## src/rtl/ram512_streamer_pkg.sv

```systemverilog
// ---------------------------------------------------------------------------
// ram512_streamer_pkg
//   Shared definitions for the RAM512 streamer: word/address/length widths,
//   FSM state encoding, transfer mode encoding and the transfer-length clamp.
//   No ports; imported by the interface, the top level and the sub-module.
// ---------------------------------------------------------------------------
package ram512_streamer_pkg;

    localparam int DATA_W    = 16;   // matches RAM512 data width
    localparam int ADDR_W    = 9;    // 512-word RAM
    localparam int CNT_W     = 10;   // holds 0..512
    localparam int MAX_WORDS = 512;

    typedef enum logic [1:0] {
        S_IDLE  = 2'd0,
        S_WRITE = 2'd1,
        S_READ  = 2'd2,
        S_DONE  = 2'd3
    } state_t;

    typedef enum logic {
        MODE_WRITE = 1'b0,
        MODE_READ  = 1'b1
    } mode_t;

    // Lengths beyond the RAM size are limited to one full pass over the RAM.
    function automatic logic [CNT_W-1:0] clamp_count(input logic [CNT_W-1:0] c);
        if (c > CNT_W'(MAX_WORDS))
            return CNT_W'(MAX_WORDS);
        return c;
    endfunction

endpackage

```

## src/rtl/ram512_streamer_if.sv

```systemverilog
// ---------------------------------------------------------------------------
// ram512_streamer_if
//   Bundles every non-clock signal of the streamer:
//     control   : start, mode, base, count (in)  / busy, done (out)
//     write in  : s_data, s_valid (in) / s_ready (out)
//     read out  : m_data, m_valid (out) / m_ready (in)
//     RAM port  : mem_in, mem_load, mem_address (out) / mem_out (in)
//   modport master : the streamer itself (initiator of the RAM port)
//   modport slave  : the environment (loader/debug link plus the RAM)
// ---------------------------------------------------------------------------
interface ram512_streamer_if;
    import ram512_streamer_pkg::*;

    logic              start;
    logic              mode;
    logic [ADDR_W-1:0] base;
    logic [CNT_W-1:0]  count;

    logic [DATA_W-1:0] s_data;
    logic              s_valid;
    logic              s_ready;

    logic [DATA_W-1:0] m_data;
    logic              m_valid;
    logic              m_ready;

    logic [DATA_W-1:0] mem_in;
    logic              mem_load;
    logic [ADDR_W-1:0] mem_address;
    logic [DATA_W-1:0] mem_out;

    logic              busy;
    logic              done;

    modport master (
        input  start, mode, base, count,
        input  s_data, s_valid, m_ready, mem_out,
        output s_ready, m_data, m_valid,
        output mem_in, mem_load, mem_address,
        output busy, done
    );

    modport slave (
        output start, mode, base, count,
        output s_data, s_valid, m_ready, mem_out,
        input  s_ready, m_data, m_valid,
        input  mem_in, mem_load, mem_address,
        input  busy, done
    );

endinterface

```

## src/rtl/ram512_streamer_addr_counter.sv

```systemverilog
// ---------------------------------------------------------------------------
// ram512_streamer_addr_counter
//   Holds the current RAM address (wraps 511 -> 0) and the number of words
//   still to transfer.
//   Ports:
//     clk, rst   : clock, asynchronous active-high reset
//     load       : capture load_addr / load_cnt (has priority over step)
//     step       : one word transferred; advance address, decrement count
//     load_addr  : first address of the transfer
//     load_cnt   : clamped transfer length
//     addr       : current address
//     last       : exactly one word left
// ---------------------------------------------------------------------------
module ram512_streamer_addr_counter
    import ram512_streamer_pkg::*;
(
    input  logic              clk,
    input  logic              rst,
    input  logic              load,
    input  logic              step,
    input  logic [ADDR_W-1:0] load_addr,
    input  logic [CNT_W-1:0]  load_cnt,
    output logic [ADDR_W-1:0] addr,
    output logic              last
);

    logic [CNT_W-1:0] remaining;

    always_ff @(posedge clk or posedge rst) begin
        if (rst) begin
            addr      <= '0;
            remaining <= '0;
        end else if (load) begin
            addr      <= load_addr;
            remaining <= load_cnt;
        end else if (step) begin
            // natural 9-bit overflow gives the 511 -> 0 wrap
            addr      <= addr + 1'b1;
            remaining <= remaining - 1'b1;
        end
    end

    assign last = (remaining == CNT_W'(1));

endmodule

```

## src/rtl/ram512_streamer.sv

```systemverilog
// ---------------------------------------------------------------------------
// ram512_streamer
//   Initiator side of a RAM512 port. WRITE mode stores a valid/ready word
//   stream at consecutive addresses; READ mode walks consecutive addresses
//   and presents each word as a valid/ready stream.
//   Ports:
//     clk  : system clock
//     rst  : asynchronous active-high reset
//     bus  : ram512_streamer_if.master (control, both streams, RAM port)
//
//   state   | meaning
//   --------+-----------------------------------------------
//   S_IDLE  | waiting for start; mode/base/count sampled here
//   S_WRITE | accepting s_data, one RAM write per handshake
//   S_READ  | presenting RAM words on m_data
//   S_DONE  | one-cycle done pulse, then back to S_IDLE
// ---------------------------------------------------------------------------
module ram512_streamer
    import ram512_streamer_pkg::*;
(
    input  logic                clk,
    input  logic                rst,
    ram512_streamer_if.master   bus
);

    state_t            state;
    logic              s_ready_q;
    logic              m_valid_q;
    logic              busy_q;
    logic              done_q;

    logic              load;
    logic              w_hs;
    logic              r_hs;
    logic              step;
    logic              last;
    logic [ADDR_W-1:0] addr;
    logic [CNT_W-1:0]  start_cnt;

    assign start_cnt = clamp_count(bus.count);
    assign load      = (state == S_IDLE) && bus.start;
    // s_ready_q / m_valid_q are only ever set in their own state, so they
    // double as state qualifiers for the handshakes.
    assign w_hs      = s_ready_q && bus.s_valid;
    assign r_hs      = m_valid_q && bus.m_ready;
    assign step      = w_hs || r_hs;

    ram512_streamer_addr_counter u_counter (
        .clk       (clk),
        .rst       (rst),
        .load      (load),
        .step      (step),
        .load_addr (bus.base),
        .load_cnt  (start_cnt),
        .addr      (addr),
        .last      (last)
    );

    always_ff @(posedge clk or posedge rst) begin
        if (rst) begin
            state     <= S_IDLE;
            s_ready_q <= 1'b0;
            m_valid_q <= 1'b0;
            busy_q    <= 1'b0;
            done_q    <= 1'b0;
        end else begin
            case (state)
                S_IDLE: begin
                    done_q <= 1'b0;
                    if (bus.start) begin
                        if (start_cnt == '0) begin
                            state  <= S_DONE;
                            done_q <= 1'b1;
                        end else if (bus.mode == MODE_READ) begin
                            state     <= S_READ;
                            m_valid_q <= 1'b1;
                            busy_q    <= 1'b1;
                        end else begin
                            state     <= S_WRITE;
                            s_ready_q <= 1'b1;
                            busy_q    <= 1'b1;
                        end
                    end
                end
                S_WRITE: begin
                    if (w_hs && last) begin
                        state     <= S_DONE;
                        s_ready_q <= 1'b0;
                        busy_q    <= 1'b0;
                        done_q    <= 1'b1;
                    end
                end
                S_READ: begin
                    if (r_hs && last) begin
                        state     <= S_DONE;
                        m_valid_q <= 1'b0;
                        busy_q    <= 1'b0;
                        done_q    <= 1'b1;
                    end
                end
                S_DONE: begin
                    state  <= S_IDLE;
                    done_q <= 1'b0;
                end
                default: begin
                    state     <= S_IDLE;
                    s_ready_q <= 1'b0;
                    m_valid_q <= 1'b0;
                    busy_q    <= 1'b0;
                    done_q    <= 1'b0;
                end
            endcase
        end
    end

    assign bus.s_ready     = s_ready_q;
    assign bus.m_valid     = m_valid_q;
    assign bus.busy        = busy_q;
    assign bus.done        = done_q;
    // Zero-latency write: the word commits on the same edge as the handshake.
    // Built from a reset-cleared flop so an async reset drops it immediately.
    assign bus.mem_load    = w_hs;
    assign bus.mem_in      = bus.s_data;
    assign bus.mem_address = addr;
    assign bus.m_data      = bus.mem_out;

endmodule

```

## src/flat_wrapper.sv

```systemverilog
// flat-port wrapper written by rule: the top's interface ports become plain ports
module ram512_streamer_flat import ram512_streamer_pkg::*;
  (clk, rst, bus_start, bus_mode, bus_base, bus_count, bus_s_data, bus_s_valid, bus_m_ready, bus_mem_out, bus_s_ready, bus_m_data, bus_m_valid, bus_mem_in, bus_mem_load, bus_mem_address, bus_busy, bus_done);
  ram512_streamer_if bus_i ();
  input  logic clk;
  input  logic rst;
  input wire logic [$bits(bus_i.start)-1:0] bus_start;
  input wire logic [$bits(bus_i.mode)-1:0] bus_mode;
  input wire logic [$bits(bus_i.base)-1:0] bus_base;
  input wire logic [$bits(bus_i.count)-1:0] bus_count;
  input wire logic [$bits(bus_i.s_data)-1:0] bus_s_data;
  input wire logic [$bits(bus_i.s_valid)-1:0] bus_s_valid;
  input wire logic [$bits(bus_i.m_ready)-1:0] bus_m_ready;
  input wire logic [$bits(bus_i.mem_out)-1:0] bus_mem_out;
  output wire logic [$bits(bus_i.s_ready)-1:0] bus_s_ready;
  output wire logic [$bits(bus_i.m_data)-1:0] bus_m_data;
  output wire logic [$bits(bus_i.m_valid)-1:0] bus_m_valid;
  output wire logic [$bits(bus_i.mem_in)-1:0] bus_mem_in;
  output wire logic [$bits(bus_i.mem_load)-1:0] bus_mem_load;
  output wire logic [$bits(bus_i.mem_address)-1:0] bus_mem_address;
  output wire logic [$bits(bus_i.busy)-1:0] bus_busy;
  output wire logic [$bits(bus_i.done)-1:0] bus_done;
  assign bus_i.start = bus_start;
  assign bus_i.mode = bus_mode;
  assign bus_i.base = bus_base;
  assign bus_i.count = bus_count;
  assign bus_i.s_data = bus_s_data;
  assign bus_i.s_valid = bus_s_valid;
  assign bus_i.m_ready = bus_m_ready;
  assign bus_i.mem_out = bus_mem_out;
  assign bus_s_ready = bus_i.s_ready;
  assign bus_m_data = bus_i.m_data;
  assign bus_m_valid = bus_i.m_valid;
  assign bus_mem_in = bus_i.mem_in;
  assign bus_mem_load = bus_i.mem_load;
  assign bus_mem_address = bus_i.mem_address;
  assign bus_busy = bus_i.busy;
  assign bus_done = bus_i.done;
  ram512_streamer u_core (.clk(clk), .rst(rst), .bus(bus_i));
endmodule
```

## config.mk

```make
export PLATFORM = sky130hd
export DESIGN_NAME = ram512_streamer_flat
export DESIGN_NICKNAME = d
export VERILOG_FILES = /design/src/rtl/ram512_streamer_pkg.sv /design/src/rtl/ram512_streamer_if.sv /design/src/rtl/ram512_streamer_addr_counter.sv /design/src/rtl/ram512_streamer.sv /design/src/flat_wrapper.sv
export SDC_FILE = /design/constraint.sdc
export NUM_CORES = 1
export LEC_CHECK = 0
export ABC_AREA = 1
export CAP_MARGIN = 20
export CORE_UTILIZATION = 40
export DETAILED_ROUTE_END_ITERATION = 6
export PLACE_DENSITY = 0.84
export SYNTH_ARGS = -nofsm -noshare
export SYNTH_HDL_FRONTEND = slang
export SYNTH_SLANG_ARGS = --single-unit
```

## constraint.sdc

```tcl
create_clock -name clk -period 2.26 [get_ports clk]
set_clock_uncertainty 0.15 [all_clocks]
set_input_delay 0.452 -clock clk [delete_from_list [all_inputs] [get_ports clk]]
set_output_delay 0.452 -clock clk [all_outputs]
set_load 0.05 [all_outputs]
```

==> results of run 1 <==
## cells in the mapped netlist
library cell / count / area, sq um
o21ai_0: 15 / 75.1
o21ai_2: 1 / 8.76
nor2_4: 1 / 11.3
a211oi_1: 2 / 15.0
nand2_4: 1 / 11.3
inv_2: 6 / 22.5
a32oi_1: 1 / 8.76
nand3b_1: 1 / 7.51
dfrtp_1: 25 / 626
buf_4: 32 / 240
nor3_4: 1 / 16.3
nor2_1: 29 / 109
nand4_1: 5 / 31.3
a21oi_1: 20 / 100
clkbuf_1: 2 / 7.51
a31oi_1: 4 / 25.0
ha_1: 7 / 87.6
or2_1: 1 / 6.26
o31ai_1: 2 / 15.0
inv_1: 35 / 131
o211ai_1: 2 / 15.0
nand2_2: 2 / 12.5
buf_2: 3 / 15.0
xor2_1: 3 / 26.3
o21ai_1: 5 / 25.0
o22ai_1: 1 / 6.26
buf_6: 2 / 22.5
nor3b_1: 1 / 7.51
nor4_1: 2 / 12.5
nand3_1: 18 / 90.1
nor4_2: 1 / 12.5
nor3_1: 1 / 5.00
nor3_2: 1 / 10.0
nand2_1: 49 / 184
mux2i_1: 1 / 10.0
## worst paths after layout
check	end	slack (ns)	cells after the start
hold reg to reg	u_core.bus.m_valid	0.36	2
max in group asynchronous	u_core.bus.done	1.34	3
min in group clk	u_core.bus.m_valid	0.36	2
setup / recovery	bus_mem_address[6]	0.11	1
setup reg to reg	u_core.u_counter.remaining[1]	0.37	9
hold / removal	u_core.u_counter.remaining[1]	0.36	3
## cell type report
cell class,instances,area share
inverters,41,0.0667
well taps,67,0.0363
flip-flops and latches,25,0.271
clock buffers,3,0.0179
multi-input cells,178,0.409
clock inverters,1,0.00379
repair buffers,46,0.195
## state kept, by name, summed over array words and instances, names as in the netlist
signal / cells
u_core.bus.m_valid: 1
u_core.state: 2
u_core.u_counter.addr: 9
u_core.bus.busy: 1
u_core.u_counter.remaining: 10
u_core.bus.done: 1
u_core.bus.s_ready: 1
## through the flow
stage	worst slack, ns	hold slack, ns	util	instance area, sq um	total power [mW]
after floorplan	0.224	0.329	-	2010	2.48
after global placement	0.130	0.343	0.472	2260	2.84
after detailed placement	0.0163	0.348	0.472	2260	2.90
after CTS	0.102	0.368	0.482	2310	3.20
after global routing	0.0614	0.390	0.482	2310	3.46
final	0.107	0.363	0.482	2310	3.20
## metal layers
layer | vias up | part of all wire | track usage
met5 | - | 0 | 0
met4 | 0 | 0.0095 | 0.0610
met3 | 5 | 0.059 | 0.0193
met2 | 63 | 0.48 | 0.275
met1 | 851 | 0.45 | 0.228
li1 | 906 | - | -
## cells by family after synthesis
kind of cell    Yosys count  share of synthesized area
xor+xnor                  3                     0.0131
mux                       1                    0.00498
compound gates           53                      0.146
simple gates            114                      0.262
buf+inv                  80                      0.219
fa+ha+maj                 7                     0.0436
flops                    25                      0.311
## power by group through the flow
stage | sequential (mW) | combinational, mW | clock (mW)
global route | 0.908 | 2.24 | 0.307
global placement | 0.870 | 1.97 | 0
detailed placement | 0.874 | 2.03 | 0
CTS | 0.866 | 2.04 | 0.301
finish | 0.867 | 2.04 | 0.295
floorplan | 1.24 | 1.25 | 0
==> impl_metrics.env, run 1 <==
export IMPL_root_buffer_cell="clkbuf_8"
export IMPL_grt_start_max_net_pins=26
export IMPL_cp_arrival_ns=1.55
export IMPL_worst_setup_path_end_kind="primary output"
export IMPL_power_leakage_nw=1.11
export IMPL_worst_pin_slew_ns=0.514
export IMPL_crit_path_max_fanout=5
export IMPL_final_layout_size_suffix_gt1_frac=0.0918
export IMPL_crit_reg2reg_launch="u_core.state[1]"
export IMPL_pwr_share_comb=0.637
export IMPL_drv_cap=0
export IMPL_final_period_minus_worst_setup_slack_ns=2.15
export IMPL_finalWirelength_mm=4.44
export IMPL_sw_power_mw=1.66
export IMPL_drc_viols=0
export IMPL_cts_resized=0
export IMPL_crit_path_cell_trace="clkdlybuf4s50_1"
export IMPL_drt_wirelength_per_cell_microns=12.3
export IMPL_layout_cells_most_common_list="nand2_1 (49), clkdlybuf4s50_1 (37), inv_1 (35)"
export IMPL_area_growth_pct=14.9
export IMPL_antenna_cells=0
export IMPL_power_density_cell_area_nw_per_um2=1390
export IMPL_cts_htree_levels=1
export IMPL_post_synth_num_cell_types=35
export IMPL_floorplan_die_width_microns=72.9
export IMPL_postCtsSetupRepairBufs=0
export IMPL_timing_critical_path_from="u_core.u_counter.addr[6]"
export IMPL_first_pass_iters=4
export IMPL_syn_area_per_cell_sq_um=7.10
export IMPL_finalSetupViolCount=0
export IMPL_netlist_instances=283
export IMPL_rows=25
export IMPL_power_share_sequential=0.271
export IMPL_synthesis_yosys_warnings=0
export IMPL_drv_slew=0
export IMPL_area_sequential_sq_um=626
export IMPL_cp_num_buf_inv=1
export IMPL_timing_max_slew_rel_slack=0.654
export IMPL_p_clk_frac=0.092
export IMPL_grt_total_usage=0.168
export IMPL_cts_buffer_depth=2
export IMPL_drt_iter0_markers=98
export IMPL_placed_cells_incl_taps=357
export IMPL_synth_seq_cells=25
export IMPL_worstSkewPairLatency_ns=0.28
export IMPL_first_global_vias=1638
export IMPL_vdd_ir_drop_worst_v=0.000624
export IMPL_floorplan_die_height_microns=72.9
export IMPL_start_util=0.420
export IMPL_multi_input_area_sq_um=945
export IMPL_cts_inserted_buffers=3
export IMPL_cts_hold_buffers_added=0
export IMPL_wire_length_of_the_first_global_routing_pass_mm=7.07
export IMPL_count_of_antenna_violating_nets_left_after_detailed_routing=0
export IMPL_setup_tns_final_ns=0
export IMPL_run_status="finished, final reports clean"
export IMPL_setup_worst_path_start_class="flop"
export IMPL_tightest_hold_check_type="input port to asynchronous set/reset pin"
export IMPL_yosysSeqAreaShare=0.311
export IMPL_critical_path_class="flop to primary output"
export IMPL_critical_path_slowest_cell="clkdlybuf4s50_1"
export IMPL_floorplan_die_area_sq_um=5310
export IMPL_grt_overflow_total=0
export IMPL_place_hpwl_mm=3.43
export IMPL_finalCritPeriodShare=0.952
export IMPL_worst_path_clk_slew_ns=0.10
export IMPL_worstPathRequired_ns=1.66
export IMPL_setup_repair_after_global_routing_missed_its_margin="false"
export IMPL_internal_power_mw=1.54
export IMPL_core_footprint_sq_um=4790
export IMPL_synth_nets=347
export IMPL_mappedNetlistArea_sq_um=2010
export IMPL_fill_cells=452
export IMPL_cts_tree="yes"
export IMPL_antenna_found_initial=0
export IMPL_place_gp_congestion=0.875
export IMPL_finish_net_count=359
export IMPL_layout_cells_most_common="nand2_1"
export IMPL_clock_fmax_mhz=465
export IMPL_finalHoldViolCount=0
export IMPL_avgViaCountPerCell=5.06
export IMPL_switching_share_of_total_power=0.519
export IMPL_buffer_ports_inserted=38
export IMPL_crit_family="buffers and inverters"
export IMPL_ios=103
export IMPL_cts_num_sinks=25
export IMPL_fin_cells=361
export IMPL_routed_via_count=1825
export IMPL_worst_path_largest_cell_delay_ns=0.83
Power figures use the tool's default switching activity.
==> inputs of run 2 (changes only) <==
--- a/constraint.sdc
+++ b/constraint.sdc
@@ -3,3 +3,3 @@
 set_input_delay 0.452 -clock clk [delete_from_list [all_inputs] [get_ports clk]]
 set_output_delay 0.452 -clock clk [all_outputs]
-set_load 0.05 [all_outputs]
+set_load 0.02 [all_outputs]
==> run 2 against run 1 <==
Against the previous run: sequential share of layout area rose by 0.22 points; core utilization fell by 0.39 points; critical endpoint is now bus_mem_address[2]; total power fell by 11%.
==> impl_metrics.env, run 2 (synthesis results as in run 1) <==
export IMPL_crit_family="buffers and inverters"
export IMPL_fill_cells=460
export IMPL_postCtsSetupRepairBufs=0
export IMPL_final_layout_size_suffix_gt1_frac=0.0853
export IMPL_first_pass_iters=4
export IMPL_worst_path_clk_slew_ns=0.09
export IMPL_finalHoldViolCount=0
export IMPL_layout_cells_most_common="nand2_1"
export IMPL_wire_length_of_the_first_global_routing_pass_mm=7.29
export IMPL_worstPathRequired_ns=1.66
export IMPL_power_density_cell_area_nw_per_um2=1250
export IMPL_place_hpwl_mm=3.32
export IMPL_run_status="finished, final reports clean"
export IMPL_first_global_vias=1705
export IMPL_setup_worst_path_start_class="flop"
export IMPL_regMostFlops="u_core.u_counter.remaining"
export IMPL_place_gp_congestion=0.930
export IMPL_root_buffer_cell="clkbuf_8"
export IMPL_multi_input_area_sq_um=945
export IMPL_timing_max_slew_rel_slack=0.686
export IMPL_power_leakage_nw=1.11
export IMPL_cts_inserted_buffers=3
export IMPL_worst_setup_path_end_kind="primary output"
export IMPL_reg2reg_slack_ns=0.37
export IMPL_drv_slew=0
export IMPL_vdd_ir_drop_worst_v=0.000414
export IMPL_grt_start_max_net_pins=26
export IMPL_start_util=0.420
export IMPL_layout_cells_most_common_list="nand2_1 (49), clkdlybuf4s50_1 (37), inv_1 (35)"
export IMPL_tightest_hold_check_type="input port to asynchronous set/reset pin"
export IMPL_floorplan_die_area_sq_um=5310
export IMPL_finalCritPeriodShare=0.855
export IMPL_cts_num_sinks=25
export IMPL_post_route_util=0.478
export IMPL_top_regs="u_core.u_counter.remaining (10), u_core.u_counter.addr (9), u_core.state (2)"
export IMPL_crit_path_cell_trace="clkdlybuf4s50_1"
export IMPL_drc_viols=0
export IMPL_cts_buffer_depth=2
export IMPL_worst_r2r_endpoint="u_core.u_counter.remaining[1]"
export IMPL_clock_fmax_mhz=518
export IMPL_antenna_cells=0
export IMPL_avgViaCountPerCell=4.94
export IMPL_timing_critical_path_from="u_core.u_counter.addr[2]"
export IMPL_finalWirelength_mm=4.31
export IMPL_rows=25
export IMPL_grt_total_usage=0.174
export IMPL_count_of_antenna_violating_nets_left_after_detailed_routing=0
export IMPL_placed_cells_incl_taps=356
export IMPL_antenna_found_initial=0
export IMPL_worstSkewPairLatency_ns=0.27
export IMPL_grt_overflow_total=0
export IMPL_area_sequential_sq_um=626
export IMPL_floorplan_die_height_microns=72.9
export IMPL_flip_flop_count_of_the_largest_register_all_copies_and_words_added=10
export IMPL_fin_cells=360
export IMPL_setup_tns_final_ns=0
export IMPL_drt_wirelength_per_cell_microns=12.0
export IMPL_routed_via_count=1778
export IMPL_finalSetupViolCount=0
export IMPL_ios=103
export IMPL_worst_path_largest_cell_delay_ns=0.63
export IMPL_worst_pin_slew_ns=0.466
export IMPL_critical_path_slowest_cell="clkdlybuf4s50_1"
export IMPL_crit_reg2reg_launch="u_core.state[0]"
export IMPL_finish_net_count=358
export IMPL_area_growth_pct=13.9
export IMPL_timing_reg2reg_worst_path_depth=9
export IMPL_cp_arrival_ns=1.33
export IMPL_setup_repair_after_global_routing_missed_its_margin="false"
export IMPL_cp_num_buf_inv=1
export IMPL_buffer_ports_inserted=38
export IMPL_cts_tree="yes"
export IMPL_final_period_minus_worst_setup_slack_ns=1.93
export IMPL_floorplan_die_width_microns=72.9
export IMPL_cts_hold_buffers_added=0
export IMPL_drt_iter0_markers=104
export IMPL_crit_path_max_fanout=5
export IMPL_drv_cap=0
export IMPL_core_footprint_sq_um=4790
export IMPL_cts_htree_levels=1
export IMPL_critical_path_class="flop to primary output"
run 2: cell types whose count changed in the layout (fill, tap and decap cells not counted), sizes merged:
cell,previous run,this run
buf,9,7
clkinv,0,1
dlymetal6s2s,0,1
inv,42,41
run 2: per-stage QoR:
step / power, mW / area [sq um] / setup WS [ns] / hold WS [ns]
finish: 2.85 / 2290 / 0.328 / 0.367
global route: 3.14 / 2290 / 0.136 / 0.396
CTS: 2.87 / 2290 / 0.0421 / 0.373
detailed placement: 2.59 / 2240 / 0.0430 / 0.351
global placement: 2.53 / 2240 / 0.0517 / 0.336
floorplan: 2.15 / 2010 / 0.508 / 0.329
run 2: how the worst max path moves through the flow:
| stage | end | slack (ns) | cells after the start |
|---|---|---|---|
| after floorplan | u_core.u_counter.addr[3] | 0.51 | 9 |
| after global placement | bus_mem_load | 0.05 | 4 |
| after detailed placement | bus_mem_load | 0.04 | 4 |
| after CTS | bus_mem_load | 0.04 | 4 |
| after global routing | u_core.u_counter.remaining[1] | 0.14 | 9 |
| final | bus_mem_address[2] | 0.33 | 1 |
run 2: report_power, final:
| part | total, mW | switching [mW] | internal (mW) |
|---|---|---|---|
| Combinational | 1.71 | 1.01 | 0.708 |
| Sequential | 0.868 | 0.190 | 0.678 |
| Clock | 0.271 | 0.148 | 0.123 |
run 2: per-layer routing:
layer | part of all wire | up-vias | GRT usage
met5 | 0 | - | 0
met4 | 0.0086 | 0 | 0.0719
met3 | 0.046 | 2 | 0.0193
met2 | 0.49 | 49 | 0.294
met1 | 0.46 | 818 | 0.227
li1 | - | 909 | -
run 2: layout make-up:
class,instances,share of cell area
inverters,41,0.0672
well taps,67,0.0366
flip-flops and latches,25,0.273
multi-input cells,178,0.413
repair buffers,45,0.190
clock inverters,1,0.00219
clock buffers,3,0.0180
run 2: timing repair:
item	4_1_cts	5_1_grt
endpoints found under the hold margin	0	0
endpoints found under the setup margin	0	1
gates resized for setup	0	1
==> inputs of run 3 (changes only) <==
CORE_ASPECT_RATIO = 0.75   (was not set)
DONT_BUFFER_PORTS = 1   (was not set)
HOLD_SLACK_MARGIN = 0.02   (was not set)
PLACE_DENSITY = 0.57   (was 0.84)
==> run 3 against run 2 <==
Against the previous run: the run now ends with DRC left; hold slack got worse by 0.18 ns; routed wire length grew 1.3%; register-to-register slack worse by 0.08 ns; global-route usage rose by 0.68 points; count of clock-buffer cells in the layout is the same; critical path depth is 7 higher; non-clock buffer count is 40 lower; highest routed layer unchanged.
==> impl_metrics.env, run 3 (synthesis results as in run 1) <==
export IMPL_cts_inserted_buffers=3
export IMPL_finalSetupViolCount=0
export IMPL_regMostFlops="u_core.u_counter.remaining"
export IMPL_fill_cells=501
export IMPL_multi_input_area_sq_um=945
export IMPL_antenna_found_initial=0
export IMPL_run_status="finished, violations left"
export IMPL_setup_tns_final_ns=0
export IMPL_area_sequential_sq_um=626
export IMPL_wire_length_of_the_first_global_routing_pass_mm=7.53
export IMPL_worst_hold_check_slack_ns=0.183
export IMPL_clock_fmax_mhz=507
export IMPL_buffer_ports_inserted=0
export IMPL_place_gp_congestion=0.813
export IMPL_cts_resized=0
export IMPL_worst_pin_slew_ns=0.507
export IMPL_setup_repair_after_global_routing_missed_its_margin="false"
export IMPL_count_of_antenna_violating_nets_left_after_detailed_routing=0
export IMPL_antenna_cells=0
export IMPL_finish_net_count=318
export IMPL_hold_path_startpoint="bus_base[1]"
export IMPL_vdd_ir_drop_worst_v=0.000419
export IMPL_core_footprint_sq_um=4650
export IMPL_floorplan_die_width_microns=83.8
export IMPL_grt_total_usage=0.181
export IMPL_reg2reg_slack_ns=0.29
export IMPL_failing_checks="DRC"
export IMPL_drv_cap=0
export IMPL_layout_cells_most_common="nand2_1"
export IMPL_cts_htree_levels=1
export IMPL_finalHoldViolCount=0
export IMPL_power_density_cell_area_nw_per_um2=1370
export IMPL_cts_hold_buffers_added=1
export IMPL_drt_iter0_markers=132
export IMPL_routed_via_count=1590
export IMPL_drt_wirelength_per_cell_microns=14.1
export IMPL_worstSkewPairLatency_ns=0.27
export IMPL_rows=21
export IMPL_cts_buffer_depth=2
export IMPL_postCtsSetupRepairBufs=0
export IMPL_top_regs="u_core.u_counter.remaining (10), u_core.u_counter.addr (9), u_core.state (2)"
export IMPL_area_growth_pct=-6.35
export IMPL_start_util=0.432
export IMPL_finalCritPeriodShare=0.872
export IMPL_final_period_minus_worst_setup_slack_ns=1.97
export IMPL_place_hpwl_mm=3.31
export IMPL_finalWirelength_mm=4.36
export IMPL_final_layout_size_suffix_gt1_frac=0.0870
export IMPL_timing_max_slew_rel_slack=0.659
export IMPL_root_buffer_cell="clkbuf_8"
export IMPL_ios=103
export IMPL_floorplan_die_area_sq_um=5310
export IMPL_floorplan_die_height_microns=63.4
export IMPL_first_global_vias=1516
export IMPL_cp_arrival_ns=1.99
export IMPL_drc_viols=18
export IMPL_grt_overflow_total=0
export IMPL_critical_path_class="flop to flop"
export IMPL_cts_num_sinks=25
export IMPL_timing_critical_path_from="u_core.u_counter.addr[0]"
export IMPL_layout_cells_most_common_list="nand2_1 (49), inv_1 (35), nor2_1 (29)"
export IMPL_grt_start_max_net_pins=26
export IMPL_crit_reg2reg_launch="u_core.u_counter.addr[0]"
export IMPL_avgViaCountPerCell=5.13
export IMPL_drv_slew=0
export IMPL_crit_path_max_fanout=5
export IMPL_worst_setup_path_end_kind="flop"
export IMPL_worst_path_clk_slew_ns=0.09
export IMPL_first_pass_iters=7
export IMPL_setup_worst_path_start_class="flop"
export IMPL_flip_flop_count_of_the_largest_register_all_copies_and_words_added=10
export IMPL_power_leakage_nw=0.939
export IMPL_totalPowerFinal_mw=2.58
export IMPL_worstPathRequired_ns=2.28
export IMPL_tightest_hold_check_type="input port to flop"
export IMPL_cts_tree="yes"
run 3: path summary, 6_finish.rpt:
kind,cells past startpoint,end
setup / recovery,8,u_core.u_counter.addr[8]
hold / removal,2,u_core.u_counter.addr[1]
setup reg to reg,8,u_core.u_counter.addr[8]
hold reg to reg,2,u_core.u_counter.remaining[2]
max in group asynchronous,3,u_core.u_counter.remaining[9]
min in group asynchronous,3,u_core.u_counter.addr[1]
run 3: power breakdown:
group	leakage (nW)	internal, mW	switching [mW]
sequential	0.297	0.676	0.343
combinational	0.617	0.476	0.814
clock	0.0255	0.123	0.148
total	0.939	1.28	1.30
run 3: routing by layer:
layer / up-vias / part of all wire / track usage
li1: 825 / - / -
met4: 0 / 0.0096 / 0.0560
met3: 4 / 0.11 / 0.0773
met2: 61 / 0.40 / 0.250
met5: - / 0 / 0
met1: 700 / 0.48 / 0.253
run 3: layout make-up:
type                            instances  area share
Clock buffer                            3      0.0219
Clock inverter                          1     0.00266
Inverter                               41      0.0818
Multi-Input combinational cell        178       0.502
Sequential cell                        25       0.332
Tap cell                               57      0.0379
Timing Repair Buffer                    5      0.0213
run 3: worst max-delay path, stage by stage (launching register included):
cell,delay (ns)
dfrtp_1,0.53
ha_1,0.25
nand3_1,0.15
nor4_1,0.41
nand3_1,0.12
nand2_1,0.08
nand3_1,0.06
o21ai_1,0.09
inv_1,0.05
run 3: metrics by stage:
| step | worst slack, ns | util | area, sq um | cells |
|---|---|---|---|---|
| finish | 0.289 | 0.405 | 1880 | 310 |
| global route | 0.0874 | 0.405 | 1880 | 310 |
| CTS | 0.301 | 0.405 | 1880 | 310 |
| detailed placement | 0.326 | 0.393 | 1830 | 305 |
| global placement | 0.376 | 0.393 | 1830 | 305 |
| floorplan | 0.508 | - | 2010 | 283 |
